`config.mk`:
```
export PLATFORM = sky130hd
export DESIGN_NAME = logical_shift_right_seq
export DESIGN_NICKNAME = d
export VERILOG_FILES = /design/src/rtl/logical_shift_right_seq.sv
export SDC_FILE = /design/constraint.sdc
export NUM_CORES = 1
export LEC_CHECK = 0
export ABC_AREA = 1
export CORE_ASPECT_RATIO = 0.8
export CORE_MARGIN = 3
export CORE_UTILIZATION = 39
export CTS_BUF_LIST = sky130_fd_sc_hd__clkbuf_16
export CTS_CLUSTER_SIZE = 40
export DETAILED_ROUTE_END_ITERATION = 8
export PLACE_DENSITY = 0.71
export SKIP_CTS_REPAIR_TIMING = 1
export SLEW_MARGIN = 20
export SYNTH_ARGS = -nofsm -noshare
export SYNTH_HDL_FRONTEND = slang
export SYNTH_SLANG_ARGS = --single-unit
```
`constraint.sdc`:
```
create_clock -name clk -period 1.2 [get_ports clk]
set_input_delay 0.3 -clock clk [delete_from_list [all_inputs] [get_ports clk]]
set_output_delay 0.3 -clock clk [all_outputs]
set_load 0.05 [all_outputs]
```
`src/rtl/logical_shift_right_seq.sv`:
```
// Sequential logical right shifter: accepts a word and shift amount, shifts right one bit per
// clock with zero fill, then holds the result behind a valid/ready output handshake.
module logical_shift_right_seq #(
  parameter int unsigned WIDTH = 8,
  parameter int unsigned SHW   = 3
) (
  input  logic             clk,
  input  logic             rst_n,
  input  logic             in_valid_i,
  output logic             in_ready_o,
  input  logic [WIDTH-1:0] di_i,
  input  logic [SHW-1:0]   sel_i,
  output logic [WIDTH-1:0] o_o,
  output logic             out_valid_o,
  input  logic             out_ready_i,
  output logic             busy_o
);

  typedef enum logic [1:0] {
    StIdle  = 2'd0,
    StShift = 2'd1,
    StHold  = 2'd2
  } state_e;

  state_e           state_q, state_d;
  logic [WIDTH-1:0] shreg_q, shreg_d;
  logic [SHW-1:0]   cnt_q,   cnt_d;

  logic accept;
  logic last_shift;

  assign accept     = (state_q == StIdle) && in_valid_i;
  assign last_shift = (state_q == StShift) && (cnt_q == SHW'(1));

  // State register
  always_ff @(posedge clk or negedge rst_n) begin
    if (!rst_n) begin
      state_q <= StIdle;
    end else begin
      state_q <= state_d;
    end
  end

  // Next-state logic
  always_comb begin
    state_d = state_q;
    unique case (state_q)
      StIdle: begin
        if (in_valid_i) begin
          state_d = (sel_i == '0) ? StHold : StShift;
        end
      end
      StShift: begin
        if (last_shift) begin
          state_d = StHold;
        end
      end
      StHold: begin
        if (out_ready_i) begin
          state_d = StIdle;
        end
      end
      default: state_d = StIdle;
    endcase
  end

  // Outputs decode registered state only, so no input reaches an output combinationally.
  always_comb begin
    in_ready_o  = 1'b0;
    out_valid_o = 1'b0;
    busy_o      = 1'b0;
    unique case (state_q)
      StIdle:  in_ready_o = 1'b1;
      StShift: busy_o     = 1'b1;
      StHold: begin
        out_valid_o = 1'b1;
        busy_o      = 1'b1;
      end
      default: in_ready_o = 1'b0;
    endcase
  end

  // Datapath: shifting one bit per cycle naturally yields zero for sel >= WIDTH.
  always_comb begin
    shreg_d = shreg_q;
    cnt_d   = cnt_q;
    if (accept) begin
      shreg_d = di_i;
      cnt_d   = sel_i;
    end else if (state_q == StShift) begin
      shreg_d = {1'b0, shreg_q[WIDTH-1:1]};
      cnt_d   = cnt_q - SHW'(1);
    end
  end

  always_ff @(posedge clk or negedge rst_n) begin
    if (!rst_n) begin
      shreg_q <= '0;
      cnt_q   <= '0;
    end else begin
      shreg_q <= shreg_d;
      cnt_q   <= cnt_d;
    end
  end

  assign o_o = shreg_q;

  // Design invariants
  a_cnt_nonzero_in_shift : assert property (@(posedge clk) disable iff (!rst_n)
    (state_q == StShift) |-> (cnt_q != '0));
  a_hold_stable : assert property (@(posedge clk) disable iff (!rst_n)
    (state_q == StHold && !out_ready_i) |=> (state_q == StHold && $stable(shreg_q)));
  a_state_legal : assert property (@(posedge clk) disable iff (!rst_n)
    (state_q inside {StIdle, StShift, StHold}));

endmodule
```
### Word level (Yosys, flattened, before mapping)

Cells that the tools add are included.

* register bits: 13
* logic and storage cells: 29

* $add $sub $neg: 1
* equal/unequal tests: 6
* muxes and demuxes: 12
* reduce and logical (&&, ||, !) cells: 7

Operators by type and width (number)
* two-way mux 8 bit: 2
* two-way mux 2 bit: 4
* two-way mux 3 bit: 2
* inequality test 2 bit, second input constant: 3
* case mux 2 bit (3 select lines): 1
* == test 3 x 1 -> 1 bit, second input constant: 1
* zero test 3 bit: 1
* two-way mux 1 bit: 3
* AND reduction 3 bit: 1
* subtractor 3 x 1 -> 3 bit, second input constant: 1
* == test 2 x 1 -> 1 bit, second input constant: 1
* == test 2 bit, second input constant: 1
* logical AND 1 bit: 2
* zero test 2 bit: 1
* nonzero test 2 bit: 1
* OR reduction 2 bit: 1

### Longest topological paths before layout

Gate-level depths: netlist of the first run.

* depth after elaboration: 4
* mapped depth: 8
* mapped depth without buffers: 7

### Worst setup path after synthesis of the first run

Ideal clock, no wire load.

* path kind: flip-flop to flip-flop
* start point: reg state_q[0]
* end point: reg shreg_q[1] (netlist: o_o[1])
* setup time: 126 ps
* arrival: 1489 ps
* required time: 1074 ps
* setup slack: -415 ps
* stages on the path, launching flop included: 9
* buffers on the path: 1
* path through: dfrtp_1 inv_1 ha_1 nand2_2 inv_4 nor2_4 buf_6 nand2_1 nand3_1

* longest elaborated chain between the ends: 3
* elaborated cells on any way between the ends: 5
* classes of those cells: 1 x eq/ne; 1 x mux; 3 x reduce/logical

RTL lines
* start, declared: line 25 `state_e state_q, state_d;`
* start signal, assigned: line 38 `state_q <= StIdle;`
* start signal, assigned: line 40 `state_q <= state_d;`
* zero test 2 bit: line 32 `assign accept = (state_q == StIdle) && in_valid_i;`
* logical AND 1 bit: line 32
* two-way mux 8 bit or nonzero test 2 bit (tied branches)
* end signal, assigned: line 101 `shreg_q <= shreg_d;`
* end, declared: line 26 `logic [WIDTH-1:0] shreg_q, shreg_d;`

Several ways; a longest one is shown, not always the timed one.
A chain may end at the register's enable or synchronous reset.

### Worst setup path in the final report of the first run

* start point: reg state_q[0]
* end point: out busy_o

* longest elaborated chain between the ends: 3
* elaborated cells on any way between the ends: 4
* classes of those cells: 2 x eq/ne; 1 x mux; 1 x reduce/logical

RTL lines
* == test 2 x 1 -> 1 bit or == test 2 bit (tied branches): line 72 `unique case (state_q)`
* OR reduction 2 bit (no source line) (*)
* two-way mux 1 bit (*): line 72
* end, declared: line 16 `output logic busy_o`

Every way passes the cells marked *; elsewhere a longest branch is shown, timed or not.

==> results.json, run 1 <==
{
  "synth_mux_area_share_pct": 0,
  "rsz0062_at_grt": "yes",
  "crit_path_end_kind": "output port",
  "die_area_um2": 2450,
  "ant_nets": 0,
  "worstPathArrival_ns": 1.13,
  "port_buffers": 25,
  "final_cells": 157,
  "finClkSkew_ns": 0.00337,
  "clk_latency_ns": 0.24,
  "holdCritPathClass": "primary input to async pin",
  "initial_core_util_pct": 43.2,
  "cts_max_level": 1,
  "cts.clk_slew.worst_paths_ns": 0.05,
  "path_max_fanout": 3,
  "met1_usage_pct": 22.5,
  "drtIter0Drc": 16,
  "post_dp_cell_area_um2": 1160,
  "rows": 13,
  "via_count": 844,
  "grt_max_degree": 14,
  "synth_top_family_by_area": "simple AND/OR/NAND/NOR gates",
  "fin_total_pwr_mw": 4.83,
  "violations": "setup timing",
  "drive_gt1_share_pct": 40.0,
  "cts_root_buf": "clkbuf_16",
  "synth-xor-area-share_pct": 1.19,
  "synth_edf_count": 0,
  "wl_per_cell_um": 17.8,
  "synthArstFlopShare_pct": 100,
  "first_pass_iters": 4,
  "synth.distinct_cells": 15,
  "maxCapViolCount": 0,
  "synthAdderAreaFrac_pct": 8.49,
  "pin_count": 26,
  "period_needed_ns": 1.43,
  "status": "finished, violations left",
  "area_growth_pct": 91.7,
  "power.density_nw_per_um2": 3420,
  "drv_slew": 0,
  "relSlewSlack_pct": 80.6,
  "synth_most_common_cell": "nand2_1",
  "gr-max-usage-layer": "met2",
  "critPathLaunchType": "flip-flop",
  "tightest_slew_ns": 0.289,
  "antenna_found_initial": 0,
  "fmax_mhz": 699,
  "syn_area_per_cell_um2": 7.68,
  "grt_pass1_wl_mm": 2.95,
  "ys_seq_elements": 13,
  "core-area_um2": 1710,
  "drc": 0,
  "met2_usage_pct": 27.4,
  "synth_compound_area_share_pct": 1.70,
  "critical_path_class": "flip-flop to output port",
  "cts_buffers": 3,
  "required_ns": 0.90,
  "grt_overflow": 0,
  "grt_pass1_vias": 662,
  "ys_top_cells_by_area": "dfrtp_1 (44%), nand2_1 (23%), ha_1 (8.5%)",
  "synthFlopType": "dfrtp_1",
  "yosys.area_share.simple_pct": 36.0,
  "groute.layer.met3.usage_pct": 5.94,
  "yosysTopAreaCell": "dfrtp_1",
  "final_area_um2": 1410,
  "dpl.cell_count": 146,
  "ir_worst_vdd_mv": 3.01,
  "p_leak_nw": 0.696,
  "final_hold_viol_count": 0,
  "syn_nets": 116,
  "syn_area_um2": 737,
  "cts_tree": "done",
  "dp_hpwl_mm": 1.46,
  "finalNetCount": 156,
  "grtUsageTotal_pct": 17.7,
  "synth_common_cells": "nand2_1 (45), dfrtp_1 (13), nand3_1 (12)",
  "clkSinkCount": 13,
  "finalCritPeriodShare_pct": 119,
  "drt-total-wl_mm": 2.79,
  "syn_inst": 96,
  "fin_ws_ns": -0.230,
  "cts_buffer_depth": 2,
  "synth_top_area_share_pct": 44.1,
  "globalplace.congestion": 0.809,
  "synth_warnings": 0,
  "ys_seq_area_share_pct": 44.1,
  "die_x_um": 54.6,
  "die_h_um": 44.9,
  "setup_violations": 16,
  "num_antenna_cells": 0,
  "vias_per_cell": 5.38
}
[layout make-up]
| type | count | area (um2) |
|---|---|---|
| Multi-Input combinational cell | 72 | 477 |
| Timing Repair Buffer | 34 | 447 |
| Sequential cell | 13 | 325 |
| Fill cell | 108 | 295 |
| Clock buffer | 3 | 75.1 |
| Inverter | 11 | 51.3 |
| Tap cell | 22 | 27.5 |
| Timing Repair inverter | 1 | 6.26 |
| Clock inverter | 1 | 3.75 |
[per-stage QoR]
step	hold slack (ns)	setup WS, ns	util, %	TNS, ns
final	0.379	-0.230	82.7	-1.74
after global routing	0.397	-0.238	82.7	-2.20
after CTS	0.392	-0.203	72.5	-1.09
after detailed placement	0.500	-0.150	67.8	-1.64
after global placement	0.490	-0.130	67.8	-1.41
after floorplan	0.00441	-0.0815	-	-0.833
[critical path, cell delays in order, from the launching register on]
cell and delay (ns):
dfrtp_1 0.40, inv_2 0.09, ha_4 0.28, buf_12 0.12
[flip-flops by register name, indices dropped and copies added, names as in the netlist]
signal	cells
state_q	2
cnt_q	3
o_o	8
[cell usage in the layout, fill, tap and decap left out]
| cell | count |
|---|---|
| inv_4 | 2 |
| nand3_2 | 6 |
| inv_8 | 1 |
| nor2_4 | 4 |
| a21oi_2 | 1 |
| clkbuf_16 | 3 |
| inv_1 | 8 |
| ha_1 | 2 |
| a21boi_2 | 1 |
| nor2_1 | 1 |
| clkdlybuf4s50_1 | 14 |
| buf_12 | 11 |
| xor2_1 | 1 |
| ha_4 | 3 |
| buf_4 | 4 |
| nand2_2 | 9 |
| nand2_1 | 36 |
| inv_2 | 2 |
| dfrtp_1 | 13 |
| nand2_4 | 1 |
| nand3_1 | 6 |
| nor2_2 | 1 |
| buf_6 | 5 |
[report_power, final]
group | switching [mW] | internal, mW | leakage, nW
registers | 0.256 | 0.654 | 0.163
clock network | 0.191 | 0.440 | 0.0423
logic | 1.82 | 1.47 | 0.490
[logic make-up after synthesis]
kind of cell	after synthesis
buffers and inverters	13
AND/OR/NAND/NOR	62
XOR/XNOR	1
AO/OA/AOI/OAI	2
adder cells (fa/ha/maj)	5
flip-flops	13
[worst paths after layout]
path	start	to	slack, ns	depth (start not counted)
min in group clk	cnt_q[1]	cnt_q[1]	0.51	2
setup / recovery	state_q[0]	busy_o	-0.23	3
max in group asynchronous	rst_n	o_o[6]	0.65	2
hold / removal	rst_n	cnt_q[1]	0.38	2
hold reg to reg	cnt_q[1]	cnt_q[1]	0.51	2
setup reg to reg	state_q[0]	o_o[0]	-0.14	7
[per-layer routing]
layer | up-vias | part of all wire [%]
met5 | - | 0
met4 | 0 | 2.5
met3 | 8 | 5.4
met2 | 39 | 53
met1 | 422 | 39
li1 | 375 | -
Note: power is estimated with default switching activity, not from simulation.
==> inputs of run 2 (changes only) <==
Settings changed: CORE_MARGIN 3 to default, SETUP_SLACK_MARGIN from default to 0.02.
==> run 2 against run 1 <==
The run still ends with setup timing left. First-iteration DRC count up 19%. Sequential cell count stayed put. Register-to-register slack better by 0.08 ns. Clock power about the same. Combinational power fell by 8.8%. Hold slack got worse by 0.015 ns. Clock-buffer cell count is the same. Routed wire length decreased by 25%. Sequential power decreased by 1%.
==> results.json, run 2 (synthesis gave the netlist of run 1 again) <==
{
  "fin_ws_ns": -0.179,
  "final_hold_viol_count": 0,
  "crit_family": "flip-flops",
  "pin_count": 26,
  "required_ns": 0.90,
  "grt_pass1_vias": 605,
  "tightest_slew_ns": 0.214,
  "first_pass_iters": 4,
  "p_leak_nw": 0.658,
  "initial_core_util_pct": 43.6,
  "worstReg2RegEnd": "o_o[2]",
  "path_max_fanout": 2,
  "finalNetCount": 152,
  "crit_start": "state_q[1]",
  "dp_hpwl_mm": 1.26,
  "relSlewSlack_pct": 85.6,
  "maxCapViolCount": 0,
  "cts_buffer_depth": 2,
  "finClkSkew_ns": 0.00230,
  "antenna_found_initial": 0,
  "rsz0062_at_grt": "yes",
  "clk_latency_ns": 0.24,
  "grt_pass1_wl_mm": 2.65,
  "clkSinkCount": 13,
  "drv_slew": 0,
  "drive_gt1_share_pct": 29.8,
  "period_needed_ns": 1.38,
  "hold_slack_ns": 0.364,
  "drt-total-wl_mm": 2.10,
  "layout_commonest_cell": "nand2_1",
  "crit_chain": "buf_4 -> ha_4 -> buf_12",
  "die_x_um": 50.6,
  "path_buf_inv": 2,
  "cts_buffers": 3,
  "worstPathArrival_ns": 1.08,
  "violations": "setup timing",
  "die_area_um2": 2070,
  "grt_overflow": 0,
  "globalplace.congestion": 0.790,
  "die_h_um": 40.9,
  "largest_reg_flops": 8,
  "cts_tree": "done",
  "rows": 13,
  "grt_max_degree": 14,
  "fillers": 102,
  "via_count": 758,
  "setup_violations": 8,
  "port_buffers": 25,
  "vias_per_cell": 4.95,
  "fmax_mhz": 725,
  "rr_startpoint": "state_q[0]",
  "critical_path_class": "flip-flop to output port",
  "drtIter0Drc": 19,
  "crit_path_end_kind": "output port",
  "num_antenna_cells": 0,
  "max_stage_delay_ns": 0.38,
  "setup_tns_ns": -0.608,
  "power.density_nw_per_um2": 3360,
  "cts.clk_slew.worst_paths_ns": 0.05,
  "cp_slowest_cell": "dfrtp_1",
  "finalCritPeriodShare_pct": 115,
  "grtUsageTotal_pct": 18.6,
  "cts_max_level": 1,
  "mostFrequentLayoutCells": "nand2_1 (41), clkdlybuf4s50_1 (14), dfrtp_1 (13)",
  "area_growth_pct": 83.0,
  "r2r_slack_ns": -0.06,
  "holdCritPathClass": "primary input to async pin",
  "rr_worst_depth": 6,
  "core-area_um2": 1690,
  "drc": 0,
  "ir_worst_vdd_mv": 2.06,
  "cts_root_buf": "clkbuf_16",
  "wl_per_cell_um": 13.7,
  "critPathLaunchType": "flip-flop",
  "ant_nets": 0,
  "status": "finished, violations left"
}
==> run 2: changes by cell type in the layout (fill, tap and decap cells not counted) <==
| cell | previous run | this run |
|---|---|---|
| a21boi_0 | 0 | 1 |
| inv_4 | 2 | 0 |
| nor2_1 | 1 | 2 |
| a21boi_2 | 1 | 0 |
| buf_4 | 4 | 3 |
| nand2_2 | 9 | 4 |
| nor2_2 | 1 | 0 |
| buf_6 | 5 | 2 |
| buf_12 | 11 | 12 |
| nand3_2 | 6 | 2 |
| inv_6 | 0 | 1 |
| nand3_1 | 6 | 10 |
| nand2_1 | 36 | 41 |
==> run 2: through the flow <==
stage / power (mW) / cell area (um2) / utilization, % / setup slack [ns] / instances
2_1_floorplan: 2.41 / 752 / - / -0.0815 / 96
3_3_place_gp: 3.43 / 1160 / 68.3 / -0.129 / 144
3_5_place_dp: 3.49 / 1160 / 68.3 / -0.153 / 144
4_1_cts: 4.14 / 1230 / 73.0 / -0.200 / 148
5_1_grt: 4.78 / 1350 / 79.7 / -0.222 / 153
6_report: 4.53 / 1350 / 79.7 / -0.179 / 153
==> run 2: cell type report <==
cell class	count	area [um2]	share of cell area, %
multi-input combinational	72	438	32.5
timing repair buffer	31	425	31.5
clock buffer	3	75.1	5.57
tap	22	27.5	2.04
clock inverter	1	3.75	0.278
inverter	11	53.8	3.99
sequential	13	325	24.1
==> run 2: worst max-delay path by stage <==
| stage | to | slack (ns) | cells after the start |
|---|---|---|---|
| after CTS | out_valid_o | -0.20 | 3 |
| after floorplan | o_o[1] | -0.08 | 8 |
| after global placement | cnt_q[1] | -0.13 | 6 |
| after global routing | out_valid_o | -0.22 | 3 |
| final | out_valid_o | -0.18 | 3 |
| after detailed placement | o_o[5] | -0.15 | 6 |
==> run 2: metal layers <==
| layer | vias to the layer above | share of wire (%) | track usage [%] |
|---|---|---|---|
| met2 | 29 | 51 | 32.0 |
| met5 | - | 0 | 0 |
| met4 | 0 | 1.9 | 2.08 |
| li1 | 367 | - | - |
| met1 | 355 | 40 | 22.3 |
| met3 | 7 | 6.7 | 8.89 |
==> run 2: where the power goes <==
| part | internal (mW) | total (mW) | switching [mW] |
|---|---|---|---|
| sequential | 0.653 | 0.899 | 0.245 |
| combinational | 1.37 | 3.00 | 1.64 |
| clock | 0.440 | 0.631 | 0.191 |
| total | 2.46 | 4.53 | 2.07 |
